$ cat config.mk
export PLATFORM = sky130hd
export DESIGN_NAME = snake_body_engine_flat
export DESIGN_NICKNAME = d
export VERILOG_FILES = /design/src/rtl/snake_pkg.sv /design/src/rtl/snake_body_engine_if.sv /design/src/rtl/snake_next_head.sv /design/src/rtl/snake_body_engine.sv /design/src/flat_wrapper.sv
export SDC_FILE = /design/constraint.sdc
export NUM_CORES = 1
export LEC_CHECK = 0
export BUFFER_PORTS_ARGS = -buffer_cell sky130_fd_sc_hd__buf_2
export CAP_MARGIN = 20
export CORE_UTILIZATION = 26
export DETAILED_ROUTE_END_ITERATION = 12
export PLACE_DENSITY_LB_ADDON = 0.2
export SLEW_MARGIN = 5
export SYNTH_ARGS = -nofsm -noshare
export SYNTH_HDL_FRONTEND = slang
export SYNTH_HIERARCHICAL = 1
export SYNTH_SLANG_ARGS = --single-unit
$ cat constraint.sdc
create_clock -name CLK -period 4.9 [get_ports CLK]
set_clock_uncertainty 0.15 [all_clocks]
set_input_delay 0.49 -clock CLK [delete_from_list [all_inputs] [get_ports CLK]]
set_output_delay 0.49 -clock CLK [all_outputs]
set_load 0.005 [all_outputs]
$ cat src/rtl/snake_pkg.sv
// Shared types for the snake body engine: directions, engine states
// and the reverse-direction helper.
package snake_pkg;

   typedef enum logic [1:0] {
      UP    = 2'd0,
      RIGHT = 2'd1,
      DOWN  = 2'd2,
      LEFT  = 2'd3
   } dir_e;

   typedef enum logic [1:0] {
      IDLE,
      STEP,
      SCAN,
      DEAD
   } eng_state_e;

   // Opposite directions differ only in the upper encoding bit.
   function automatic dir_e rev_dir(dir_e d);
      return dir_e'(d ^ 2'b10);
   endfunction

endpackage

$ cat src/rtl/snake_body_engine_if.sv
// VGA occupancy lookup bus: the scan position goes in, the registered
// body-hit flag comes back.
interface snake_body_engine_if #(
   parameter int H_WIDTH = 8,
   parameter int V_WIDTH = 7
);
   logic [H_WIDTH-1:0] QUERY_X;
   logic [V_WIDTH-1:0] QUERY_Y;
   logic               QUERY_HIT;

   modport master (output QUERY_X, QUERY_Y, input QUERY_HIT);
   modport slave  (input QUERY_X, QUERY_Y, output QUERY_HIT);
endinterface

$ cat src/rtl/snake_next_head.sv
// Next head cell for a given direction, with wall wrap or wall-exit
// detection. On exit the cell is left unchanged.
module snake_next_head
   import snake_pkg::*;
#(
   parameter int H_WIDTH    = 8,
   parameter int V_WIDTH    = 7,
   parameter int GRID_X_MAX = 159,
   parameter int GRID_Y_MAX = 119,
   parameter int WRAP       = 0
) (
   input  logic [H_WIDTH-1:0] x_i,
   input  logic [V_WIDTH-1:0] y_i,
   input  dir_e               dir_i,
   output logic [H_WIDTH-1:0] x_o,
   output logic [V_WIDTH-1:0] y_o,
   output logic               exit_o
);
   localparam logic [H_WIDTH-1:0] XMAX = H_WIDTH'(GRID_X_MAX);
   localparam logic [V_WIDTH-1:0] YMAX = V_WIDTH'(GRID_Y_MAX);

   always_comb begin
      x_o    = x_i;
      y_o    = y_i;
      exit_o = 1'b0;
      unique case (dir_i)
         UP: begin
            if (y_i != '0)        y_o    = y_i - 1'b1;
            else if (WRAP != 0)   y_o    = YMAX;
            else                  exit_o = 1'b1;
         end
         RIGHT: begin
            if (x_i != XMAX)      x_o    = x_i + 1'b1;
            else if (WRAP != 0)   x_o    = '0;
            else                  exit_o = 1'b1;
         end
         DOWN: begin
            if (y_i != YMAX)      y_o    = y_i + 1'b1;
            else if (WRAP != 0)   y_o    = '0;
            else                  exit_o = 1'b1;
         end
         LEFT: begin
            if (x_i != '0)        x_o    = x_i - 1'b1;
            else if (WRAP != 0)   x_o    = XMAX;
            else                  exit_o = 1'b1;
         end
      endcase
   end

endmodule

$ cat src/rtl/snake_body_engine.sv
// Snake body store: moves the head per game tick, grows on the target,
// serially scans for self-collision and answers VGA occupancy queries.
module snake_body_engine
   import snake_pkg::*;
#(
   parameter int H_WIDTH    = 8,
   parameter int V_WIDTH    = 7,
   parameter int GRID_X_MAX = 159,
   parameter int GRID_Y_MAX = 119,
   parameter int MAX_LEN    = 32,
   parameter int INIT_LEN   = 4,
   parameter int START_X    = 20,
   parameter int START_Y    = 15,
   parameter int WRAP       = 0
) (
   input  logic                         CLK,
   input  logic                         RESET,
   input  logic                         GAMECLOCK,
   input  logic                         PLAY,
   input  logic                         INIT,
   input  logic [1:0]                   NAV_STATE,
   input  logic [H_WIDTH-1:0]           TARGET_X,
   input  logic [V_WIDTH-1:0]           TARGET_Y,
   snake_body_engine_if.slave           query,
   output logic [H_WIDTH-1:0]           HEAD_X,
   output logic [V_WIDTH-1:0]           HEAD_Y,
   output logic [$clog2(MAX_LEN+1)-1:0] LENGTH,
   output logic                         REACHED_TARGET,
   output logic                         SUICIDE,
   output logic                         BUSY
);
   localparam int LW = $clog2(MAX_LEN+1);
   localparam int IW = $clog2(MAX_LEN);

   eng_state_e         state_q;
   dir_e               dir_q, dir_d, nav;
   logic [H_WIDTH-1:0] segx_q [MAX_LEN];
   logic [V_WIDTH-1:0] segy_q [MAX_LEN];
   logic [LW-1:0]      len_q;
   logic [IW-1:0]      k_q;
   logic               reached_q, suicide_q, hit_q, hit_d;
   logic [H_WIDTH-1:0] nx;
   logic [V_WIDTH-1:0] ny;
   logic               wall, eat, scan_hit, scan_last;

   assign nav   = dir_e'(NAV_STATE);
   assign dir_d = (nav == rev_dir(dir_q)) ? dir_q : nav;

   snake_next_head #(
      .H_WIDTH(H_WIDTH), .V_WIDTH(V_WIDTH),
      .GRID_X_MAX(GRID_X_MAX), .GRID_Y_MAX(GRID_Y_MAX),
      .WRAP(WRAP)
   ) u_next_head (
      .x_i(segx_q[0]), .y_i(segy_q[0]), .dir_i(dir_d),
      .x_o(nx), .y_o(ny), .exit_o(wall)
   );

   assign eat       = (nx == TARGET_X) && (ny == TARGET_Y);
   assign scan_hit  = (segx_q[k_q] == segx_q[0]) &&
                      (segy_q[k_q] == segy_q[0]);
   assign scan_last = (LW'(k_q) == len_q - 1'b1);

   always_comb begin
      hit_d = 1'b0;
      for (int i = 0; i < MAX_LEN; i++) begin
         if ((LW'(i) < len_q) &&
             (segx_q[i] == query.QUERY_X) &&
             (segy_q[i] == query.QUERY_Y))
            hit_d = 1'b1;
      end
   end

   always_ff @(posedge CLK or negedge RESET) begin
      if (!RESET) begin
         state_q   <= IDLE;
         dir_q     <= RIGHT;
         len_q     <= LW'(INIT_LEN);
         k_q       <= '0;
         reached_q <= 1'b0;
         suicide_q <= 1'b0;
         hit_q     <= 1'b0;
         for (int i = 0; i < MAX_LEN; i++) begin
            segx_q[i] <= H_WIDTH'(START_X - i);
            segy_q[i] <= V_WIDTH'(START_Y);
         end
      end else if (INIT) begin
         state_q   <= IDLE;
         dir_q     <= RIGHT;
         len_q     <= LW'(INIT_LEN);
         k_q       <= '0;
         reached_q <= 1'b0;
         suicide_q <= 1'b0;
         hit_q     <= 1'b0;
         for (int i = 0; i < MAX_LEN; i++) begin
            segx_q[i] <= H_WIDTH'(START_X - i);
            segy_q[i] <= V_WIDTH'(START_Y);
         end
      end else begin
         reached_q <= 1'b0;
         hit_q     <= hit_d;
         unique case (state_q)
            IDLE: if (GAMECLOCK && PLAY) state_q <= STEP;
            STEP: begin
               dir_q <= dir_d;
               if (wall) begin
                  suicide_q <= 1'b1;
                  state_q   <= DEAD;
               end else begin
                  // At full length the shift drops the oldest tail cell
                  for (int i = MAX_LEN-1; i > 0; i--) begin
                     segx_q[i] <= segx_q[i-1];
                     segy_q[i] <= segy_q[i-1];
                  end
                  segx_q[0] <= nx;
                  segy_q[0] <= ny;
                  if (eat) begin
                     reached_q <= 1'b1;
                     if (len_q != LW'(MAX_LEN)) len_q <= len_q + 1'b1;
                  end
                  k_q     <= IW'(1);
                  state_q <= SCAN;
               end
            end
            SCAN: begin
               if (scan_hit) begin
                  suicide_q <= 1'b1;
                  state_q   <= DEAD;
               end else if (scan_last) begin
                  state_q <= IDLE;
               end else begin
                  k_q <= k_q + 1'b1;
               end
            end
            DEAD: ;
         endcase
      end
   end

   assign HEAD_X          = segx_q[0];
   assign HEAD_Y          = segy_q[0];
   assign LENGTH          = len_q;
   assign REACHED_TARGET  = reached_q;
   assign SUICIDE         = suicide_q;
   assign BUSY            = (state_q == STEP) || (state_q == SCAN);
   assign query.QUERY_HIT = hit_q;

endmodule
$ cat src/flat_wrapper.sv
// flat-port wrapper written by rule: the top's interface ports become plain ports
module snake_body_engine_flat import snake_pkg::*;
#(
   parameter int H_WIDTH    = 8,
   parameter int V_WIDTH    = 7,
   parameter int GRID_X_MAX = 159,
   parameter int GRID_Y_MAX = 119,
   parameter int MAX_LEN    = 32,
   parameter int INIT_LEN   = 4,
   parameter int START_X    = 20,
   parameter int START_Y    = 15,
   parameter int WRAP       = 0
)
  (CLK, RESET, GAMECLOCK, PLAY, INIT, NAV_STATE, TARGET_X, TARGET_Y, HEAD_X, HEAD_Y, LENGTH, REACHED_TARGET, SUICIDE, BUSY, query_QUERY_X, query_QUERY_Y, query_QUERY_HIT);
  snake_body_engine_if #(.H_WIDTH(H_WIDTH), .V_WIDTH(V_WIDTH)) query_i ();
  input  logic CLK;
  input  logic RESET;
  input  logic GAMECLOCK;
  input  logic PLAY;
  input  logic INIT;
  input  logic [1:0] NAV_STATE;
  input  logic [H_WIDTH-1:0] TARGET_X;
  input  logic [V_WIDTH-1:0] TARGET_Y;
  output logic [H_WIDTH-1:0] HEAD_X;
  output logic [V_WIDTH-1:0] HEAD_Y;
  output logic [$clog2(MAX_LEN+1)-1:0] LENGTH;
  output logic REACHED_TARGET;
  output logic SUICIDE;
  output logic BUSY;
  input wire logic [$bits(query_i.QUERY_X)-1:0] query_QUERY_X;
  input wire logic [$bits(query_i.QUERY_Y)-1:0] query_QUERY_Y;
  output wire logic [$bits(query_i.QUERY_HIT)-1:0] query_QUERY_HIT;
  assign query_i.QUERY_X = query_QUERY_X;
  assign query_i.QUERY_Y = query_QUERY_Y;
  assign query_QUERY_HIT = query_i.QUERY_HIT;
  snake_body_engine #(.H_WIDTH(H_WIDTH), .V_WIDTH(V_WIDTH), .GRID_X_MAX(GRID_X_MAX), .GRID_Y_MAX(GRID_Y_MAX), .MAX_LEN(MAX_LEN), .INIT_LEN(INIT_LEN), .START_X(START_X), .START_Y(START_Y), .WRAP(WRAP)) u_core (.CLK(CLK), .RESET(RESET), .GAMECLOCK(GAMECLOCK), .PLAY(PLAY), .INIT(INIT), .NAV_STATE(NAV_STATE), .TARGET_X(TARGET_X), .TARGET_Y(TARGET_Y), .query(query_i), .HEAD_X(HEAD_X), .HEAD_Y(HEAD_Y), .LENGTH(LENGTH), .REACHED_TARGET(REACHED_TARGET), .SUICIDE(SUICIDE), .BUSY(BUSY));
endmodule
Word-level counts from Yosys, hierarchy flattened
Cells that the tools add are included.

Register bits: 498. Latch bits: 0. RAM bits: 0. ROM bits: 0. Input bits: 37. Output and inout port bits: 25. Logic and storage cells: 364. Memories: 0.

$add $sub $neg: 7. $mul: 0. Divide/modulo/power cells: 0. Magnitude comparators: 33. Equality and inequality tests: 86. Shifts and indexed selects: 0. Muxes and demuxes: 83. Bitwise logic cells: 2. Reductions and logical operators: 82.

Operators by type and width (number): two-way mux 256 bit (3); two-way mux 224 bit (3); == test 8 bit (34); == test 7 bit (34); < comparator 5 x 6 -> 1 bit, first input constant (16); logical AND 1 bit (67); < comparator 4 x 6 -> 1 bit, first input constant (8); two-way mux 1 bit (45); binary-select mux 8 bit (select 5 bit) (1); binary-select mux 7 bit (select 5 bit) (1); two-way mux 8 bit (4); two-way mux 6 bit (5); two-way mux 7 bit (4); < comparator 3 x 6 -> 1 bit, first input constant (4); two-way mux 5 bit (4); case mux 8 bit (2 select lines) (1); two-way mux 2 bit (7); case mux 7 bit (2 select lines) (1); < comparator 1 x 6 -> 1 bit, first input constant (2); < comparator 2 x 6 -> 1 bit, first input constant (2); inequality test 3 bit, second input constant (4); case mux 5 bit (2 select lines) (1); adder 8 x 1 -> 8 bit, second input constant (1); inequality test 8 bit, second input constant (1); other kinds (31) (40).

Logic depth before layout (Yosys ltp)
Gate-level depths: netlist of run 1.

Word-level depth: 36. Depth in mapped cells: 15. Mapped depth without buffers: 13.

Hierarchy
Netlist of run 1, hierarchy kept.

By module, submodules not included: snake_body_engine (times used 1, cells each 2447, area each 28578.7 µm², seq. area each 12766.0 µm²); snake_next_head (times used 1, cells each 134, area each 859.6 µm², seq. area each 0.0 µm²).

Worst setup path before layout of run 1
Ideal clock, no wire load.

Kind: register to register. From: register u_core.dir_q[0]. To: register u_core.len_q[2], in the netlist u_core/LENGTH[2]. Library setup time: 80 ps. Data arrival time: 3114 ps. Data required time: 4670 ps. Path slack: 1556 ps. Cell stages (with the launch flop): 15. Buffers on the path: 1. Period minus slack after synthesis: 3344 ps. Cells stage by stage: dfstp_2 > xor2_1 > mux2_2 > clkbuf_1 > nand2b_1 > a31oi_1 > a221oi_1 > a41oi_1 > xor2_1 > nor4_1 > nand4_1 > a41o_1 > nor2_1 > xnor2_1 > nand2b_1.

Longest elaborated chain between the ends: 8. Elaborated cells on any way between the ends: 15. Those cells by class: eq/ne: 7; mux: 4; reduce/logical: 4.

Ends and longest elaborated chain: from (decl) (line snake_body_engine.sv:36) `dir_e dir_q, dir_d, nav;`; from (signal assigned) (line snake_body_engine.sv:104) `dir_q <= dir_d;`; == test 2 bit (*) (line snake_body_engine.sv:47) `assign dir_d = (nav == rev_dir(dir_q)) ? dir_q : nav;`; two-way mux 2 bit (*) (line snake_body_engine.sv:47); net u_core.dir_d[1] (line snake_body_engine.sv:36); == test 2 bit or == test 2 x 1 -> 1 bit (tied branches) (line snake_next_head.sv:26) `unique case (dir_i)`; case mux 8 bit (2 select lines) (*) (line snake_next_head.sv:26); net u_core.nx[3] (line snake_body_engine.sv:42) `logic [H_WIDTH-1:0] nx;`; == test 8 bit (*) (line snake_body_engine.sv:58) `assign eat = (nx == TARGET_X) && (ny == TARGET_Y);`; logical AND 1 bit (*) (line snake_body_engine.sv:58); nonzero test 2 bit (no source line) (*); AND reduction 4 bit (no source line) (*); to (signal assigned) (line snake_body_engine.sv:77) `len_q <= LW'(INIT_LEN);`; to (signal assigned) (line snake_body_engine.sv:89) `len_q <= LW'(INIT_LEN);`; to (signal assigned) (line snake_body_engine.sv:118) `if (len_q != LW'(MAX_LEN)) len_q <= len_q + 1'b1;`; to (decl) (line snake_body_engine.sv:39) `logic [LW-1:0] len_q;`.

Mark *: on every way through the listed nets, which the timed path passes. The rest lies on a longest branch. A chain may end at the register's enable or synchronous reset.

Worst setup path in the final report of run 1
From: register u_core.k_q[0]. To: register u_core.state_q[1].

Longest elaborated chain between the ends: 9. Elaborated cells on any way between the ends: 16. Those cells by class: eq/ne: 4; mux: 9; bitwise: 1; reduce/logical: 2.

Ends and longest elaborated chain: from (decl) (line snake_body_engine.sv:40) `logic [IW-1:0] k_q;`; from (signal assigned) (line snake_body_engine.sv:131) `k_q <= k_q + 1'b1;`; NOT 5 -> 6 bit (implied by the code) (line snake_body_engine.sv:59, snake_body_engine.sv:60); binary-select mux 8 bit (select 5 bit) or binary-select mux 7 bit (select 5 bit) (tied branches) (line snake_body_engine.sv:59, snake_body_engine.sv:60); two-way mux 8 bit (implied by the code) or two-way mux 7 bit (tied branches) (2 in a row) (line snake_body_engine.sv:59, snake_body_engine.sv:60); == test 8 bit or == test 7 bit (tied branches) (line snake_body_engine.sv:59, snake_body_engine.sv:60); logical AND 1 bit (line snake_body_engine.sv:59) `assign scan_hit = (segx_q[k_q] == segx_q[0]) &&`; two-way mux 2 bit (line snake_body_engine.sv:125) `if (scan_hit) begin`; case mux 2 bit (3 select lines) (line snake_body_engine.sv:101) `unique case (state_q)`; two-way mux 2 bit (line snake_body_engine.sv:86) `end else if (INIT) begin`; to (signal assigned) (line snake_body_engine.sv:87) `state_q <= IDLE;`; to (signal assigned) (line snake_body_engine.sv:102) `IDLE: if (GAMECLOCK && PLAY) state_q <= STEP;`; to (signal assigned) (line snake_body_engine.sv:127) `state_q <= DEAD;`; to (decl) (line snake_body_engine.sv:35) `eng_state_e state_q;`.

Parallel ways exist; a longest one is shown, timed or not. The select of a mux whose other input is x is not followed.

==> results of run 1 <==
[state kept, by name, summed over array words and instances, names as in the netlist]
register / count
u_core/segx_q: 248
u_core/segy_q: 217
u_core/HEAD_X: 8
u_core/HEAD_Y: 7
u_core/LENGTH: 6
u_core/k_q: 5
u_core/dir_q: 2
u_core/state_q: 2
u_core/REACHED_TARGET: 1
u_core/SUICIDE: 1
u_core/query.QUERY_HIT: 1
[timing repair]
| action | in CTS | in global routing |
|---|---|---|
| gates resized for setup | 0 | 0 |
| hold buffers | 1 | 0 |
| buffers inserted | 0 | 0 |
| hold endpoints to repair | 22 | 0 |
[critical path, cell delays in order, from the launching register on]
cell and delay [ps]:
dfrtp_4 650, buf_12 330, mux4_2 540, mux2i_1 700, a311oi_1 220, a2111oi_2 490, nand4_2 230, o21ai_4 340
o22ai_2 150, mux2_1 330
[report_power, final]
group | switching (mW) | total, mW | internal (mW)
Clock | 1.86 | 4.51 | 2.65
Sequential | 0.529 | 5.07 | 4.54
Combinational | 2.35 | 3.89 | 1.54
[worst paths after layout]
| path | to | slack [ps] | cells past startpoint |
|---|---|---|---|
| max | u_core/state_q[1]$_DFFE_PN0P_ | 610 | 9 |
| min | u_core/dir_q[1]$_DFFE_PN0P_ | 190 | 2 |
| max reg2reg | u_core/state_q[1]$_DFFE_PN0P_ | 610 | 9 |
| min reg2reg | u_core/SUICIDE$_DFFE_PN0P_ | 360 | 1 |
| max in group asynchronous | u_core/segx_q[150]$_DFFE_PN0P_ | 3140 | 3 |
| min in group asynchronous | u_core/segx_q[1]$_DFFE_PN0P_ | 280 | 2 |
[routing by layer]
metal | vias to the layer above | GRT usage, %
met5 | - | 0
met2 | 848 | 33.4
met1 | 12100 | 28.1
met3 | 212 | 3.07
li1 | 9708 | -
met4 | 8 | 6.80
[logic make-up after synthesis]
| group | count (synthesis) |
|---|---|
| compound gates | 710 |
| fa+ha+maj | 13 |
| flops | 498 |
| buf+inv | 279 |
| simple gates | 350 |
| mux | 211 |
| xor+xnor | 520 |
[layout make-up]
type	instances	area (µm²)	share of cell area [%]
inverter	20	75.1	0.223
clock buffer	86	1630	4.82
tap	1500	1880	5.57
timing repair buffer	193	1670	4.96
multi-input combinational	1804	15400	45.6
clock inverter	19	305	0.906
sequential	498	12800	37.9
[cells in the final DEF (no fill, tap or decap), types with 20 or more instances in the layout]
master     count
xnor2_1      270
dfrtp_1      252
xor2_1       250
a22o_1       244
dfstp_2      243
o22a_1       242
mux2i_1      150
buf_4        102
nor4_1        84
nand4_1       81
buf_2         60
a22oi_1       59
clkbuf_16     57
mux4_2        53
a21oi_1       51
nand2_1       40
nor2_1        37
buf_12        29
o21ai_0       27
nand3_1       27
clkbuf_1      20
inv_1         20
[stage by stage]
stage | power, mW | utilization [%] | instances | area [µm²] | setup WS [ps]
floorplan | 7.68 | - | 2581 | 29400 | 1560
global placement | 8.99 | 28.3 | 4014 | 31800 | 626
detailed placement | 8.99 | 28.3 | 4014 | 31800 | 556
CTS | 13.6 | 30.0 | 4120 | 33700 | 706
global route | 14.0 | 30.0 | 4120 | 33700 | 553
finish | 13.5 | 30.0 | 4120 | 33700 | 611
==> results.json, run 1 <==
{
  "synthXorXnorAreaFrac_pct": 15.5,
  "diodes": 0,
  "track_usage_pct": 20.6,
  "die_area_um2": 115000,
  "nNetsFinal": 2623,
  "met1_length_mm": 52.7,
  "top_layer_used": "met5",
  "synthAdderAreaFrac_pct": 0.553,
  "start_util_pct": 26.2,
  "tns_ps": 0,
  "synth_top_family_by_area": "compound AO/OA/AOI/OAI gates",
  "area_growth_pct": 14.5,
  "timing.rr.start": "u_core/k_q[0]$_DFFE_PN0P_",
  "p_per_area_nw_per_um2": 399,
  "synth_nets": 2631,
  "placementRows": 123,
  "violations": "DRC",
  "htreeDepth": 2,
  "wl_met3_mm": 6.91,
  "status": "finished with violations",
  "drtIter0Drc": 2032,
  "synthSimpleGateAreaFrac_pct": 6.81,
  "syn_inst": 2581,
  "drc": 2,
  "period_needed_ps": 4290,
  "drive_gt1_share_pct": 23.2,
  "grt_max_degree": 115,
  "io_pins": 62,
  "viasPerCell": 5.55,
  "rsz0062_at_grt": "no",
  "ys_seq_elements": 498,
  "syn-mean-instance-area_um2": 11.4,
  "hold_violations": 0,
  "hold_path_startpoint": "INIT",
  "required_ps": 5290,
  "yosys_warnings": 6,
  "worst_pin_slew_ps": 1080,
  "yosysTopAreaCell": "dfstp_2",
  "synth_edf_count": 0,
  "synth_ff_type": "dfrtp_1",
  "cp-startpoint": "u_core/k_q[0]$_DFFE_PN0P_",
  "routed-via-count": 22900,
  "path_clk_slew_ps": 60,
  "clkLatencyLatePin_ps": 660,
  "maxSlewViolCount": 0,
  "cts_sinks": 498,
  "ys_types": 80,
  "place.gp.congestion": 0.924,
  "grt_pass1_wl_mm": 176,
  "netlist_area_um2": 29400,
  "synth_mux_area_share_pct": 9.46,
  "synth_area_leaders": "dfstp_2 (22%), dfrtp_1 (22%), xnor2_1 (8.0%)",
  "fmax_ghz": 0.233,
  "cts_buffers": 56,
  "clockBufferDepth": 3,
  "nFillCells": 11600,
  "grt_pass1_vias": 23400,
  "endpoint_kind": "flip-flop",
  "async_flop_share_pct": 100,
  "synth_common_cells": "xnor2_1 (270), dfrtp_1 (255), xor2_1 (250)",
  "drv_cap": 0,
  "dp.final_hpwl_mm": 85.9,
  "whs_ps": 192,
  "leakagePower_nw": 12.6,
  "design.core.area_um2": 112000,
  "critical_path_arrival_ps": 4680,
  "wl_per_cell_um": 29.1,
  "period_share_pct": 87.5,
  "wl_met2_mm": 56.3,
  "yosysSeqAreaShare_pct": 43.4,
  "relSlewSlack_pct": 27.8,
  "hold_path_class": "input port to flip-flop",
  "synth.top_cell.area_share_pct": 21.7,
  "antenna_found_initial": 5,
  "die_h_um": 338,
  "path_class": "flip-flop to flip-flop",
  "cts_tree": "built",
  "critPathLaunchType": "flip-flop",
  "io_buffers": 61,
  "synth_compound_area_share_pct": 19.8,
  "overflow": 0,
  "crit_fanout": 35,
  "clock-root-buffer": "clkbuf_16",
  "setup_viol": 0,
  "drt-pass1-iter-count": 9,
  "vdd_drop_max_uv": 296,
  "ant_nets": 0,
  "routed_wl_mm": 120,
  "die_x_um": 338,
  "yosysMostFrequentCell": "xnor2_1"
}
Power figures use the tool's default switching activity.
==> inputs of run 2 (changes only) <==
CAP_MARGIN = unset   (was 20)
CTS_BUF_LIST = sky130_fd_sc_hd__clkbuf_4 sky130_fd_sc_hd__clkbuf_8 sky130_fd_sc_hd__clkbuf_16   (was unset)
==> run 2 against run 1 <==
The run still ends with DRC left. First-iteration DRC count decreased by 1.6%. Count of clock-buffer cells in the layout unchanged. Sequential power about the same. Register-to-register slack gained 40 ps. Cell area grew 0.22%. Utilization grew 0.067 points.
==> results.json, run 2 (same netlist as run 1, synthesis figures left out) <==
{
  "overflow": 0,
  "crit_fanout": 35,
  "diodes": 0,
  "cp-startpoint": "u_core/k_q[0]$_DFFE_PN0P_",
  "area_growth_pct": 14.8,
  "io_pins": 62,
  "worst_pin_slew_ps": 1020,
  "viasPerCell": 5.56,
  "required_ps": 5290,
  "vdd_drop_max_uv": 297,
  "crit_chain": "buf_12 > mux4_2 > mux2i_1 > a311oi_1 > a2111oi_2 > nand4_2 > o21ai_4 > o22ai_2 > mux2_1",
  "drive_gt1_share_pct": 24.0,
  "p_per_area_nw_per_um2": 402,
  "placementRows": 123,
  "period_share_pct": 86.7,
  "fmax_ghz": 0.235,
  "hold_path_class": "input port to flip-flop",
  "multi_input_area_um2": 15400,
  "layout_commonest_cell": "xnor2_1",
  "finalPower_mw": 13.6,
  "drv_cap": 0,
  "clkLatencyLatePin_ps": 660,
  "r2r_end": "u_core/state_q[0]$_DFFE_PN0P_",
  "routed_wl_mm": 120,
  "die_h_um": 338,
  "grt_max_degree": 115,
  "timing.rr.start": "u_core/k_q[0]$_DFFE_PN0P_",
  "start_util_pct": 26.2,
  "clock-root-buffer": "clkbuf_16",
  "drtIter0Drc": 1999,
  "dp.final_hpwl_mm": 85.9,
  "nNetsFinal": 2623,
  "ant_nets": 0,
  "drc": 2,
  "rsz0062_at_grt": "no",
  "maxSlewViolCount": 0,
  "whs_ps": 188,
  "critPathLaunchType": "flip-flop",
  "place.gp.congestion": 0.924,
  "rr_worst_depth": 9,
  "max_stage_delay_ps": 700,
  "htreeDepth": 2,
  "relSlewSlack_pct": 32.0,
  "cts_buffers": 56,
  "violations": "DRC",
  "cts_sinks": 498,
  "largest_register_ff_count": 248,
  "die_x_um": 338,
  "hold_violations": 0,
  "routed-via-count": 22900,
  "io_buffers": 61,
  "clockBufferDepth": 3,
  "path_clk_slew_ps": 60,
  "leakagePower_nw": 12.7,
  "setup_viol": 0,
  "largest-register": "u_core/segx_q",
  "tns_ps": 0,
  "post_cts_buffers": 0,
  "drt-pass1-iter-count": 9,
  "grt_pass1_wl_mm": 176,
  "r2r_setup_slack_ps": 650,
  "mostFrequentLayoutCells": "xnor2_1 (270), dfrtp_1 (252), xor2_1 (250), a22o_1 (244), dfstp_2 (243)",
  "grt_pass1_vias": 23400,
  "track_usage_pct": 20.6,
  "critical_path_arrival_ps": 4640,
  "hold_path_depth": 2,
  "nFillCells": 11600,
  "hold_path_end": "u_core/dir_q[1]$_DFFE_PN0P_",
  "utilization_pct": 30.1,
  "design.core.area_um2": 112000,
  "status": "finished with violations",
  "wl_per_cell_um": 29.2,
  "hold_path_startpoint": "INIT",
  "die_area_um2": 115000,
  "antenna_found_initial": 5,
  "endpoint_kind": "flip-flop",
  "path_class": "flip-flop to flip-flop",
  "period_needed_ps": 4250,
  "crit_path_top_delay_cell": "mux2i_1",
  "register_area_um2": 12800,
  "cts_tree": "built"
}
## run 2: cell counts in the layout (fill, tap and decap cells not counted)
Identical to the previous run, type by type.
## run 2: area by class of cell
type | count | share of cell area (%)
flip-flops and latches | 498 | 37.8
clock inverters | 19 | 0.904
repair buffers | 193 | 4.95
inverters | 20 | 0.222
well taps | 1500 | 5.56
clock buffers | 86 | 5.03
multi-input cells | 1804 | 45.5
## run 2: worst max path at each step
stage                                    endpoint  slack (ps)  cells after the start
finish              u_core/state_q[0]$_DFFE_PN0P_         650                      9
global route        u_core/state_q[1]$_DFFE_PN0P_         550                      9
CTS                 u_core/state_q[1]$_DFFE_PN0P_         710                      9
detailed placement   u_core/LENGTH[2]$_DFFE_PN1P_         560                     14
global placement     u_core/LENGTH[2]$_DFFE_PN1P_         630                     14
floorplan            u_core/LENGTH[2]$_DFFE_PN1P_        1560                     14
## run 2: timing repair
action                    CTS  global route
hold endpoints to repair   22             0
resized for setup           0             0
hold buffers                1             0
## run 2: report_power, final
part / internal (mW) / switching (mW) / total (mW)
clock: 2.77 / 1.85 / 4.62
sequential: 4.54 / 0.528 / 5.06
combinational: 1.54 / 2.35 / 3.89
total: 8.84 / 4.73 / 13.6
## run 2: per-layer routing
metal | GRT usage [%] | vias up | share of wire [%]
met3 | 3.07 | 209 | 5.7
li1 | - | 9716 | -
met2 | 33.4 | 822 | 47
met1 | 28.1 | 12100 | 44
met4 | 6.80 | 8 | 3.4
met5 | 0 | - | 0.044
## run 2: worst max-delay path: cells and delay by family, from the launching register on
family | cells | cell delay, ps
buffers and inverters | 1 | 330
DFF | 1 | 650
AOI/OAI and AO/OA | 4 | 1170
muxes | 3 | 1560
and+or+nand+nor | 1 | 230
## run 2: per-stage QoR
stage,instances,worst slack (ps),instance area (µm²)
after floorplan,2581,1560,29400
after detailed placement,4014,556,31800
final,4120,652,33800
after global placement,4014,626,31800
after global routing,4120,553,33800
after CTS,4120,706,33800
==> inputs of run 3 (changes only) <==
MAX_ROUTING_LAYER = met4   (was unset)
==> run 3 against run 2 <==
The flow still finishes with violations (DRC). Via count grew 0.88%. Critical path depth increased by 3. Count of clock-buffer cells in the layout increased by 16. Die area unchanged. Sequential share of layout area hardly changed. Worst hold slack got worse by 15 ps. Fmax rose by 2.1%. Critical endpoint unchanged. Largest power group unchanged. Highest routed layer is now met4.
==> results.json, run 3 (same netlist as run 1, synthesis figures left out) <==
{
  "status": "finished with violations",
  "violations": "DRC",
  "p_per_area_nw_per_um2": 403,
  "clkLatencyLatePin_ps": 660,
  "period_share_pct": 84.9,
  "hold_path_depth": 2,
  "final_cell_area_um2": 33800,
  "die_h_um": 338,
  "period_needed_ps": 4160,
  "grt_pass1_wl_mm": 177,
  "placementRows": 123,
  "critical_path_arrival_ps": 4550,
  "grt_max_degree": 99,
  "wl_per_cell_um": 29.4,
  "cts_buffers": 59,
  "ant_nets": 0,
  "crit_fanout": 21,
  "endpoint_kind": "flip-flop",
  "setup_viol": 0,
  "htreeDepth": 2,
  "design.core.area_um2": 112000,
  "overflow": 0,
  "mostFrequentLayoutCells": "xnor2_1 (270), dfrtp_1 (252), xor2_1 (250), a22o_1 (244), dfstp_2 (243)",
  "dp.final_hpwl_mm": 87.2,
  "drtIter0Drc": 2091,
  "worst_pin_slew_ps": 1410,
  "whs_ps": 173,
  "drive_gt1_share_pct": 24.1,
  "die_x_um": 338,
  "nNetsFinal": 2623,
  "rr_worst_depth": 12,
  "relSlewSlack_pct": 5.41,
  "largest_register_ff_count": 248,
  "dpl_cell_area_um2": 31700,
  "cts_resized": 0,
  "vdd_drop_max_uv": 260,
  "area_growth_pct": 14.8,
  "critPathLaunchType": "flip-flop",
  "r2r_end": "u_core/state_q[0]$_DFFE_PN0P_",
  "cts_tree": "built",
  "hold_path_class": "input port to flip-flop",
  "tns_ps": 0,
  "routed-via-count": 23100,
  "leakagePower_nw": 12.7,
  "clockBufferDepth": 3,
  "hold_path_startpoint": "INIT",
  "track_usage_pct": 21.4,
  "cts_sinks": 498,
  "drc": 2,
  "clock-root-buffer": "clkbuf_16",
  "maxSlewViolCount": 0,
  "dp_cells": 4011,
  "fmax_ghz": 0.240,
  "nFillCells": 11600,
  "path_class": "flip-flop to flip-flop",
  "r2r_setup_slack_ps": 740,
  "drv_cap": 0,
  "start_util_pct": 26.2,
  "io_buffers": 61,
  "utilization_pct": 30.1,
  "hold_path_end": "u_core/dir_q[1]$_DFFE_PN0P_",
  "io_pins": 62,
  "antenna_found_initial": 5,
  "grt_pass1_vias": 23300,
  "stdcell_count": 4128,
  "largest-register": "u_core/segx_q",
  "layout_commonest_cell": "xnor2_1",
  "hold_violations": 0,
  "viasPerCell": 5.60,
  "place.gp.congestion": 0.967,
  "drt-pass1-iter-count": 10,
  "path_clk_slew_ps": 60,
  "routed_wl_mm": 121,
  "timing.rr.start": "u_core/k_q[0]$_DFFE_PN0P_",
  "die_area_um2": 115000,
  "rsz0062_at_grt": "no",
  "required_ps": 5290
}
-- run 3: changes by cell type in the layout (fill, tap and decap cells not counted) --
| cell | previous run | this run |
|---|---|---|
| clkinv_16 | 1 | 0 |
| buf_12 | 29 | 28 |
| clkbuf_8 | 9 | 21 |
| diode_2 | 0 | 4 |
| buf_4 | 102 | 100 |
| clkbuf_16 | 57 | 61 |
| inv_6 | 2 | 0 |
| inv_16 | 0 | 1 |
| inv_4 | 2 | 0 |
| bufinv_16 | 7 | 1 |
| clkinv_2 | 7 | 8 |
-- run 3: repair_timing --
item	CTS	global route
setup endpoints to repair	0	0
hold buffers	1	0
setup buffers	0	0
endpoints found under the hold margin	28	0
-- run 3: final cells by class --
type                       instances  area (µm²)  share of cell area (%)
tap                             1500        1880                    5.55
clock buffer                     102        1970                    5.81
antenna                            4        10.0                  0.0296
sequential                       498       12800                    37.8
multi-input combinational       1804       15400                    45.5
timing repair buffer             190        1640                    4.84
inverter                          20        75.1                   0.222
clock inverter                    10        90.1                   0.266
-- run 3: per-stage QoR --
stage          total power [mW]  setup slack [ps]
6_report                   13.6               738
5_1_grt                    14.2               537
4_1_cts                    13.7               812
3_5_place_dp               9.02               526
3_3_place_gp               9.03               681
2_1_floorplan              7.68              1560
-- run 3: per-layer routing --
layer	vias to the layer above	track usage [%]	wire length, µm
li1	9700	-	-
met1	12300	28.6	53000
met3	219	2.85	7270
met2	913	32.9	56100
met5	-	-	0
met4	0	8.14	5040
-- run 3: where the power goes --
part	total [mW]	switching (mW)	leakage [nW]	internal, mW
Combinational	3.93	2.39	5.56	1.54
Sequential	5.07	0.530	6.09	4.54
Clock	4.62	1.86	1.05	2.76
-- run 3: worst max-delay path, cell delays in order, from the launching register on --
cell	delay, ps
dfrtp_4	540
buf_12	250
buf_12	250
mux4_2	540
o22ai_1	450
a31oi_1	180
nand3_1	190
xnor2_1	110
a2111oi_2	300
nand4_2	190
o21ai_4	320
o22ai_2	160
mux2_1	350
-- run 3: worst max path at each step --
stage / start / to / slack, ps / depth (start not counted)
6_report: u_core/k_q[0]$_DFFE_PN0P_ / u_core/state_q[0]$_DFFE_PN0P_ / 740 / 12
5_1_grt: u_core/dir_q[0]$_DFFE_PN1P_ / u_core/segy_q[88]$_DFFE_PN0P_ / 540 / 11
4_1_cts: u_core/k_q[0]$_DFFE_PN0P_ / u_core/state_q[0]$_DFFE_PN0P_ / 810 / 12
3_5_place_dp: NAV_STATE[0] / u_core/segx_q[101]$_DFFE_PN0P_ / 530 / 12
3_3_place_gp: NAV_STATE[0] / u_core/LENGTH[2]$_DFFE_PN1P_ / 680 / 14
2_1_floorplan: u_core/dir_q[0]$_DFFE_PN1P_ / u_core/LENGTH[2]$_DFFE_PN1P_ / 1560 / 14
